## src/rtl/uart_pkg.sv

```systemverilog
// Shared types and helpers for the configurable UART transmitter and its
// companion receiver: state encoding, parity codes and run-time clamping.
package uart_pkg;

    typedef enum logic [2:0] {
        ST_POST_RESET = 3'd0,
        ST_IDLE       = 3'd1,
        ST_START      = 3'd2,
        ST_DATA       = 3'd3,
        ST_PARITY     = 3'd4,
        ST_STOP       = 3'd5
    } uart_state_e;

    localparam logic [1:0] PARITY_NONE = 2'd0;
    localparam logic [1:0] PARITY_EVEN = 2'd1;
    localparam logic [1:0] PARITY_ODD  = 2'd2;

    localparam int MIN_DATA_BITS = 5;

    // Divider arithmetic is done at this width; divider ports may not exceed it.
    localparam int DIVIDER_CALC_WIDTH = 32;

    function automatic logic [3:0] effective_data_bits(input logic [3:0] requested,
                                                       input logic [3:0] max_bits);
        if (requested < 4'(MIN_DATA_BITS)) begin
            return 4'(MIN_DATA_BITS);
        end else if (requested > max_bits) begin
            return max_bits;
        end else begin
            return requested;
        end
    endfunction

    // A divider of zero means one clock per bit; no subtraction, so no underflow.
    function automatic logic [DIVIDER_CALC_WIDTH-1:0] effective_divider(
        input logic [DIVIDER_CALC_WIDTH-1:0] requested);
        if (requested == '0) begin
            return DIVIDER_CALC_WIDTH'(1);
        end else begin
            return requested;
        end
    endfunction

endpackage

```

## src/rtl/uart_tx_configurable_bit_timer.sv

```systemverilog
// Bit-period timer shared by the UART transmitter and receiver: counts
// 0..divider-1, pulses tick_o on the terminal count and wraps.
module uart_bit_timer #(
    parameter int WIDTH = 16
) (
    input  logic             clock_i,
    input  logic             reset_i,
    input  logic             clear_i,
    input  logic [WIDTH-1:0] divider_i,
    output logic             tick_o
);

    logic [WIDTH-1:0] count_q;
    logic [WIDTH-1:0] count_d;

    // divider_i is never zero here; ">=" also recovers if the divider shrinks mid-count.
    always_comb begin
        tick_o = (count_q >= (divider_i - WIDTH'(1)));
        if (clear_i || tick_o) begin
            count_d = '0;
        end else begin
            count_d = count_q + WIDTH'(1);
        end
    end

    always_ff @(posedge clock_i or posedge reset_i) begin
        if (reset_i) begin
            count_q <= '0;
        end else begin
            count_q <= count_d;
        end
    end

endmodule

```

## src/rtl/uart_tx_configurable.sv

```systemverilog
// Run-time configurable UART transmitter (5..MAX_DATA_BITS data bits,
// none/even/odd parity, 1 or 2 stop bits) with a post-reset mark period.
module uart_tx_configurable
    import uart_pkg::*;
#(
    parameter int CLOCK_DIVIDER_WIDTH = 16,
    parameter int MAX_DATA_BITS       = 9
) (
    input  logic                           clock_i,
    input  logic                           reset_i,
    input  logic [CLOCK_DIVIDER_WIDTH-1:0] clock_divider_i,
    input  logic [3:0]                     data_bits_i,
    input  logic [1:0]                     parity_i,
    input  logic                           stop_bits_i,
    input  logic                           write_i,
    input  logic [MAX_DATA_BITS-1:0]       data_i,
    output logic                           serial_o,
    output logic                           busy_o,
    output logic                           done_o
);

    localparam int         DW              = CLOCK_DIVIDER_WIDTH;
    localparam logic [3:0] MAX_BITS        = 4'(MAX_DATA_BITS);
    localparam logic [3:0] POST_RESET_LAST = 4'(1 + MAX_DATA_BITS + 1 + 2 - 1);

    uart_state_e              state_q, state_d;
    logic [MAX_DATA_BITS-1:0] data_q, data_d;
    logic [3:0]               n_q, n_d;
    logic [3:0]               bit_idx_q, bit_idx_d;
    logic [1:0]               parity_q, parity_d;
    logic                     stop2_q, stop2_d;
    logic [DW-1:0]            div_q, div_d;
    logic                     serial_q, serial_d;

    logic [DW-1:0]            div_live;
    logic [DW-1:0]            timer_div;
    logic [3:0]               n_live;
    logic [MAX_DATA_BITS-1:0] live_mask;
    logic                     tick;
    logic                     parity_on;
    logic [3:0]               stop_last;
    logic                     data_bit;
    logic                     parity_bit;

    assign div_live  = DW'(effective_divider(DIVIDER_CALC_WIDTH'(clock_divider_i)));
    assign n_live    = effective_data_bits(data_bits_i, MAX_BITS);
    assign parity_on = (parity_q == PARITY_EVEN) || (parity_q == PARITY_ODD);
    assign stop_last = stop2_q ? 4'd1 : 4'd0;

    // The post-reset mark period follows the live divider; frames use the latched one.
    assign timer_div = (state_q == ST_POST_RESET) ? div_live : div_q;

    always_comb begin
        live_mask = '0;
        for (int i = 0; i < MAX_DATA_BITS; i++) begin
            live_mask[i] = (i < int'(n_live));
        end
    end

    uart_bit_timer #(
        .WIDTH(DW)
    ) u_bit_timer (
        .clock_i  (clock_i),
        .reset_i  (reset_i),
        .clear_i  (state_q == ST_IDLE),
        .divider_i(timer_div),
        .tick_o   (tick)
    );

    always_ff @(posedge clock_i or posedge reset_i) begin
        if (reset_i) begin
            state_q   <= ST_POST_RESET;
            data_q    <= '0;
            n_q       <= '0;
            bit_idx_q <= '0;
            parity_q  <= PARITY_NONE;
            stop2_q   <= 1'b0;
            div_q     <= DW'(1);
            serial_q  <= 1'b1;
        end else begin
            state_q   <= state_d;
            data_q    <= data_d;
            n_q       <= n_d;
            bit_idx_q <= bit_idx_d;
            parity_q  <= parity_d;
            stop2_q   <= stop2_d;
            div_q     <= div_d;
            serial_q  <= serial_d;
        end
    end

    always_comb begin
        state_d   = state_q;
        data_d    = data_q;
        n_d       = n_q;
        bit_idx_d = bit_idx_q;
        parity_d  = parity_q;
        stop2_d   = stop2_q;
        div_d     = div_q;
        case (state_q)
            ST_POST_RESET: begin
                if (tick) begin
                    if (bit_idx_q == POST_RESET_LAST) begin
                        state_d   = ST_IDLE;
                        bit_idx_d = '0;
                    end else begin
                        bit_idx_d = bit_idx_q + 4'd1;
                    end
                end
            end
            ST_IDLE: begin
                if (write_i) begin
                    state_d   = ST_START;
                    data_d    = data_i & live_mask;
                    n_d       = n_live;
                    parity_d  = parity_i;
                    stop2_d   = stop_bits_i;
                    div_d     = div_live;
                    bit_idx_d = '0;
                end
            end
            ST_START: begin
                if (tick) begin
                    state_d   = ST_DATA;
                    bit_idx_d = '0;
                end
            end
            ST_DATA: begin
                if (tick) begin
                    if (bit_idx_q == (n_q - 4'd1)) begin
                        state_d   = parity_on ? ST_PARITY : ST_STOP;
                        bit_idx_d = '0;
                    end else begin
                        bit_idx_d = bit_idx_q + 4'd1;
                    end
                end
            end
            ST_PARITY: begin
                if (tick) begin
                    state_d   = ST_STOP;
                    bit_idx_d = '0;
                end
            end
            ST_STOP: begin
                if (tick) begin
                    if (bit_idx_q == stop_last) begin
                        state_d   = ST_IDLE;
                        bit_idx_d = '0;
                    end else begin
                        bit_idx_d = bit_idx_q + 4'd1;
                    end
                end
            end
            default: begin
                state_d   = ST_IDLE;
                bit_idx_d = '0;
            end
        endcase
    end

    // serial_d is the line level for the next state, so the line changes on the same edge.
    always_comb begin
        data_bit = 1'b0;
        for (int i = 0; i < MAX_DATA_BITS; i++) begin
            if (4'(i) == bit_idx_d) begin
                data_bit = data_d[i];
            end
        end
        parity_bit = (^data_d) ^ (parity_d == PARITY_ODD);
        case (state_d)
            ST_START:  serial_d = 1'b0;
            ST_DATA:   serial_d = data_bit;
            ST_PARITY: serial_d = parity_bit;
            default:   serial_d = 1'b1;
        endcase
        done_o = (state_q == ST_STOP) && tick && (bit_idx_q == stop_last);
        busy_o = reset_i || (state_q != ST_IDLE);
    end

    assign serial_o = serial_q;

endmodule
```

## config.mk

```make
export PLATFORM = sky130hd
export DESIGN_NAME = uart_tx_configurable
export DESIGN_NICKNAME = d
export VERILOG_FILES = /design/src/rtl/uart_pkg.sv /design/src/rtl/uart_tx_configurable_bit_timer.sv /design/src/rtl/uart_tx_configurable.sv
export SDC_FILE = /design/constraint.sdc
export NUM_CORES = 1
export LEC_CHECK = 0
export BUFFER_PORTS_ARGS = -buffer_cell sky130_fd_sc_hd__buf_2
export CORE_ASPECT_RATIO = 1.4
export CORE_MARGIN = 5
export CORE_UTILIZATION = 50
export CTS_CLUSTER_DIAMETER = 200
export DETAILED_ROUTE_END_ITERATION = 10
export PLACE_DENSITY_LB_ADDON = 0.08
export SYNTH_ARGS = -nofsm -noshare
export SYNTH_HDL_FRONTEND = slang
export SYNTH_SLANG_ARGS = --single-unit
```

## constraint.sdc

```tcl
create_clock -name clock_i -period 11.6 [get_ports clock_i]
set_input_delay 1.16 -clock clock_i [delete_from_list [all_inputs] [get_ports clock_i]]
set_output_delay 1.16 -clock clock_i [all_outputs]
set_load 0.01 [all_outputs]
```

**Word level (Yosys, flattened, before mapping)**

Cells that the tools add are included.

- Input port bits: 35
- Register bits after elaboration: 56
- Latch bits: 0
- Word-level logic and storage cells: 101
- ROM bits: 0
- RAM bits: 0
- Memories: 0

- Multipliers: 0
- Div/mod/pow operators: 0
- $lt $le $gt $ge: 12
- Multiplexer cells: 40
- Bitwise operators: 2
- Equal/unequal tests: 23
- Add/sub/neg operators: 4
- Shifts and indexed selects: 0
- Reduce and logical (&&, ||, !) cells: 11

Operator list:

| kind | count |
|---|---|
| 16-bit 2-to-1 mux | 3 |
| 4-bit 2-to-1 mux | 10 |
| 3-bit 2-to-1 mux | 9 |
| 4-bit one-hot mux with 5 select lines | 1 |
| 9-bit 2-to-1 mux | 2 |
| 3-bit one-hot mux with 6 select lines | 1 |
| 16-bit by 1-bit adder with 16-bit output (second input constant) | 1 |
| 3-bit by 4-bit == test with 1-bit output (first input constant) | 4 |
| 16-bit greater-or-equal comparator | 1 |
| 16-bit logical NOT | 1 |
| 3-bit by 4-bit < comparator with 1-bit output (first input constant) | 4 |
| 16-bit by 1-bit subtractor with 16-bit output (second input constant) | 1 |
| 3-bit by 2-bit == test with 1-bit output (second input constant) | 4 |
| 1-bit 2-to-1 mux | 11 |
| 9-bit bitwise AND | 1 |
| 3-bit == test (second input constant) | 3 |
| 9-bit XOR reduction | 1 |
| 2-bit by 4-bit == test with 1-bit output (first input constant) | 2 |
| 1-bit by 4-bit < comparator with 1-bit output (first input constant) | 2 |
| 2-bit by 4-bit < comparator with 1-bit output (first input constant) | 2 |
| 4-bit by 1-bit adder with 4-bit output (second input constant) | 1 |
| 1-bit by 4-bit == test with 1-bit output (first input constant) | 1 |
| 2-bit == test (second input constant) | 2 |
| 4-bit by 1-bit == test with 1-bit output | 1 |
| 19 further kinds | 23 |

**Depth between registers and ports, before layout**

- Depth after elaboration: 18
- Depth in mapped cells: 28
- Depth with buffers taken out: 24

**Cells and area by module**

From an unflattened synthesis, not the netlist that was laid out.

- Cells, all modules: 403
- Area, all modules: 4011.3 µm²

Modules (own cells, without submodules):

| module | cells each | seq. area each (µm²) | instances | area an instance (µm²) |
|---|---|---|---|---|
| uart_tx_configurable | 248 | 1003.5 | 1 | 2593.7 |
| uart_bit_timer | 155 | 400.4 | 1 | 1417.6 |

**Worst setup path after synthesis**

No wires, ideal clock.

- Path type: flip-flop to output port
- Start: register state_q[0]
- End: output done_o
- Setup slack: 6046 ps
- Cell stages (with the launch flop): 23
- Data arrival time: 4394 ps
- Data required time: 10440 ps
- Cell sequence: dfrtp_1 buf_2 or3_1 clkbuf_1 clkbuf_1 buf_1 nor2_1 a21oi_1 ha_1 o21ai_0 nor2_1 o21a_1 o21ai_0 nor2_1 o21ai_0 xnor2_1 ha_1 nand2_1 nor2_1 nand4_1 o21ai_1 and3_1 nor2b_1

- Word-level cells in the longest chain between the ends: 6
- Elaborated cells between the ends (all ways): 7

RTL lines:

| item | RTL line | text |
|---|---|---|
| start, declared | uart_tx_configurable.sv:26 | `uart_state_e state_q, state_d;` |
| start signal, assigned | uart_tx_configurable.sv:81 | `state_q <= state_d;` |
| 3-bit logical NOT | uart_tx_configurable.sv:51 | `assign timer_div = (state_q == ST_POST_RESET) ? div_live : div_q;` |
| 16-bit 2-to-1 mux | uart_tx_configurable.sv:51 |  |
| 16-bit by 1-bit subtractor with 16-bit output | uart_tx_configurable_bit_timer.sv:18 | `tick_o = (count_q >= (divider_i - WIDTH'(1)));` |
| 16-bit greater-or-equal comparator | uart_tx_configurable_bit_timer.sv:18 |  |
| 1-bit logical AND * (2 in a row) | uart_tx_configurable.sv:176 | `done_o = (state_q == ST_STOP) && tick && (bit_idx_q == stop_last);` |
| end, declared | uart_tx_configurable.sv:19 | `output logic done_o` |

Every way passes the cells marked *; elsewhere a longest branch is shown, timed or not.

**Worst setup path in the final report**

- Start: register state_q[2]
- End: output done_o

Same word-level chain as after synthesis.

==> results.tsv <==
metric	value	unit
status	finished clean	
Mapped Cells	426	
CTS Root Cell	clkbuf_8	
Startpoint Class	flip-flop	
postcts setup bufs	0	
Critical path buffers and inverters	1	
worst-path fanout max	24	
Starting DRT DRC Count	134	
clock period minus worst slack	6690	ps
slew margin rel.	0.356	
fin crit share	0.576	
CP max stage delay	840	ps
DRT antenna net count	0	
syn_nets	482	
Detailed Routing Iterations Pass 1	4	
die area	9790	um2
area occupied by multi-input gates	2390	um2
ys async rst share	1.00	
Synth Area per Inst	9.26	um2
vias	3208	
critical-path cell list	or3_1 > nor2_1 > a21oi_1 > ha_1 > o21ai_0 > nor2_1 > o21a_1 > o21ai_0 > nor2_1 > o21ai_0 > xnor2_1 > ha_1 > nand2_1 > nor2_1 > nand4_1 > o21ai_1 > and3_1 > nor2b_1 > buf_2	
fmax	0.150	GHz
H-tree levels	2	
Peak VDD IR	0.0534	mV
fillers	741	
Final Hold Violating Endpoints	0	
grt total ovfl	0	
drt drc	0	
pwr/cell area	77.9	nW/um2
kind of critical path	flip-flop to output pin	
Port Buf Inserts	37	
Slew @ Worst Pin	965	ps
setup TNS	0	ps
post-synthesis cell area	3950	um2
Die Ht	115	um
Core Footprint	7750	um2
Tot GR Track Use	0.198	
vias in the first global route	3325	
WL/cell	16.4	um
clock skew	6.93	ps
crit path DAT	5530	ps
crit-path most repeated cell	nor2_1	
Nets	512	
final WL	9110	um
via/cell ratio	5.76	
# IOs	38	
first-pass GRT wire length	15600	um
share of cells above drive strength 1	0.188	
cell family with most CP delay	simple AND/OR/NAND/NOR gates	
routability congestion estimate	0.903	
die width	85.1	um
Seq/Total Area, Yosys	0.356	
row count	38	
Hold WC Path Type	flip-flop to flip-flop	
Final Util	0.556	
Area growth syn-to-layout	9.10	%
ant diodes	0	
slowest stage cell, crit path	or3_1	
Num CTS Buffers	5	
prevailing post-synth register cell	dfrtp_1	
clk sinks	56	
CTS tree	built	
max-cap violations	0	
final setup fails	0	
clk_lat worst skew	320	ps
clock-pin slew on the worst setup and hold paths	110	ps
initial antenna violation count	0	
register area	1400	um2
yosys warns	0	
Slew Viols, Final	0	
Critical Path RT	10440	ps
Crit. End Element	output pin	
Final HPWL DP	6940	um
starting density of the core	0.509	
RSZ-0062 raised after global routing	false	
Gates resized, CTS repair	0	
synthesized flop and latch total	56	
Max clock buf depth	2	
largest net degree at the start of global routing	58	
Post-CTS Hold Buffers	0	
number of synthesized flops with an enable pin	0	
Unique masters post-synth	63	
Pleak	0.00210	uW
## worst min-delay path, cell delays in order (launching register included)
cell	delay, ps
dfstp_2	390
nand2_1	40
o21ai_0	70
## cell families (layout without fill, tap and decap cells)
logic type | count (synthesis) | in the layout | share of synthesized area
buffers and inverters | 38 | 69 | 0.0399
adder cells (fa/ha/maj) | 22 | 22 | 0.0694
AND/OR/NAND/NOR | 154 | 154 | 0.193
multiplexers | 38 | 38 | 0.102
XOR/XNOR | 44 | 44 | 0.105
AO/OA/AOI/OAI | 74 | 74 | 0.134
flip-flops | 56 | 56 | 0.356
## per-stage QoR
stage / setup slack, ps / hold slack (ps) / total power, uW / std cells / area, um2
after floorplan: 6050 / 465 / 210 / 426 / 3950
after global placement: 5150 / 489 / 222 / 549 / 4210
after detailed placement: 5020 / 495 / 222 / 549 / 4210
after CTS: 4910 / 502 / 340 / 557 / 4310
after global routing: 4280 / 512 / 350 / 557 / 4310
final: 4910 / 504 / 335 / 557 / 4310
## area by class of cell
| cell class | instances | share of cell area |
|---|---|---|
| tap | 100 | 0.0291 |
| clock inverter | 3 | 0.00639 |
| sequential | 56 | 0.326 |
| timing repair buffer | 41 | 0.0500 |
| clock buffer | 5 | 0.0160 |
| inverter | 20 | 0.0174 |
| multi-input combinational | 332 | 0.555 |
## registers in the layout (all words and copies together), names as in the netlist
register and count:
u_bit_timer.count_q 16, div_q 16, data_q 9, stop2_q 1, parity_q 2, n_q 4, state_q 3, bit_idx_q 4
serial_o 1
## where the power goes
part	switching, uW	internal (uW)	leakage, uW
Combinational	13.7	7.89	0.00132
Clock	72.4	44.6	0.0000463
Sequential	1.01	196	0.000736
Total	87.1	248	0.00210
## routing by layer
| metal | share of wire | up-vias | GRT usage |
|---|---|---|---|
| met4 | 0.026 | 0 | 0.0824 |
| met2 | 0.55 | 69 | 0.371 |
| li1 | - | 1584 | - |
| met3 | 0.025 | 16 | 0.0215 |
| met1 | 0.40 | 1539 | 0.225 |
| met5 | 0 | - | 0 |
## synth_stat cells (3+ instances only)
cell       n  area, um2
nor2_1    49        184
o31ai_1    3       22.5
mux2i_1   19        190
nand4_1    6       37.5
o211ai_1   3       22.5
o21ai_0   11       55.1
mux2_2    18        203
xor2_1    20        175
o22ai_1    3       18.8
xnor2_1   22        193
a21oi_1   20        100
o21a_1     4       30.0
clkbuf_1   9       33.8
or3_1      4       25.0
buf_1      4       15.0
a41oi_1    3       26.3
nand3_1   13       65.1
ha_1      21        263
nand2b_1   4       25.0
nor2b_1    4       25.0
and3_1     7       43.8
nor3_1    30        150
nand2_1   17       63.8
nor4_1     6       37.5
a31oi_1    3       18.8
a211oi_1   3       22.5
nor3b_1    3       22.5
inv_1     19       71.3
dfrtp_1   54       1350
## layout by cell type (no fill, tap or decap), types with 4 or more instances in the layout
master,Yosys,final
xor2_1,20,20
clkbuf_8,0,5
mux2_2,18,18
nor4_1,6,6
inv_1,19,18
or3_1,4,4
nand3_1,13,13
nand4_1,6,6
buf_2,2,37
nor2_1,49,49
nor3_1,30,29
a21oi_1,20,20
xnor2_1,22,22
o21ai_0,11,11
nor2b_1,4,4
nand2_1,17,17
nand2b_1,4,4
buf_4,1,4
mux2i_1,19,19
o21a_1,4,4
and3_1,7,7
ha_1,21,21
dfrtp_1,54,54
## final timing paths
path / start / depth (start not counted) / to / slack, ps
min reg2reg: div_q[0]$_DFFE_PP1P_ / 2 / div_q[0]$_DFFE_PP1P_ / 500
max in group asynchronous: reset_i / 3 / div_q[3]$_DFFE_PP0P_ / 10090
min in group asynchronous: reset_i / 3 / u_bit_timer.count_q[13]$_DFF_PP0_ / 1020
max reg2reg: state_q[2]$_DFF_PP0_ / 23 / serial_o$_DFF_PP1_ / 5260
min: div_q[0]$_DFFE_PP1P_ / 2 / div_q[0]$_DFFE_PP1P_ / 500
max: state_q[2]$_DFF_PP0_ / 19 / done_o / 4910
Power figures use the tool's default switching activity.
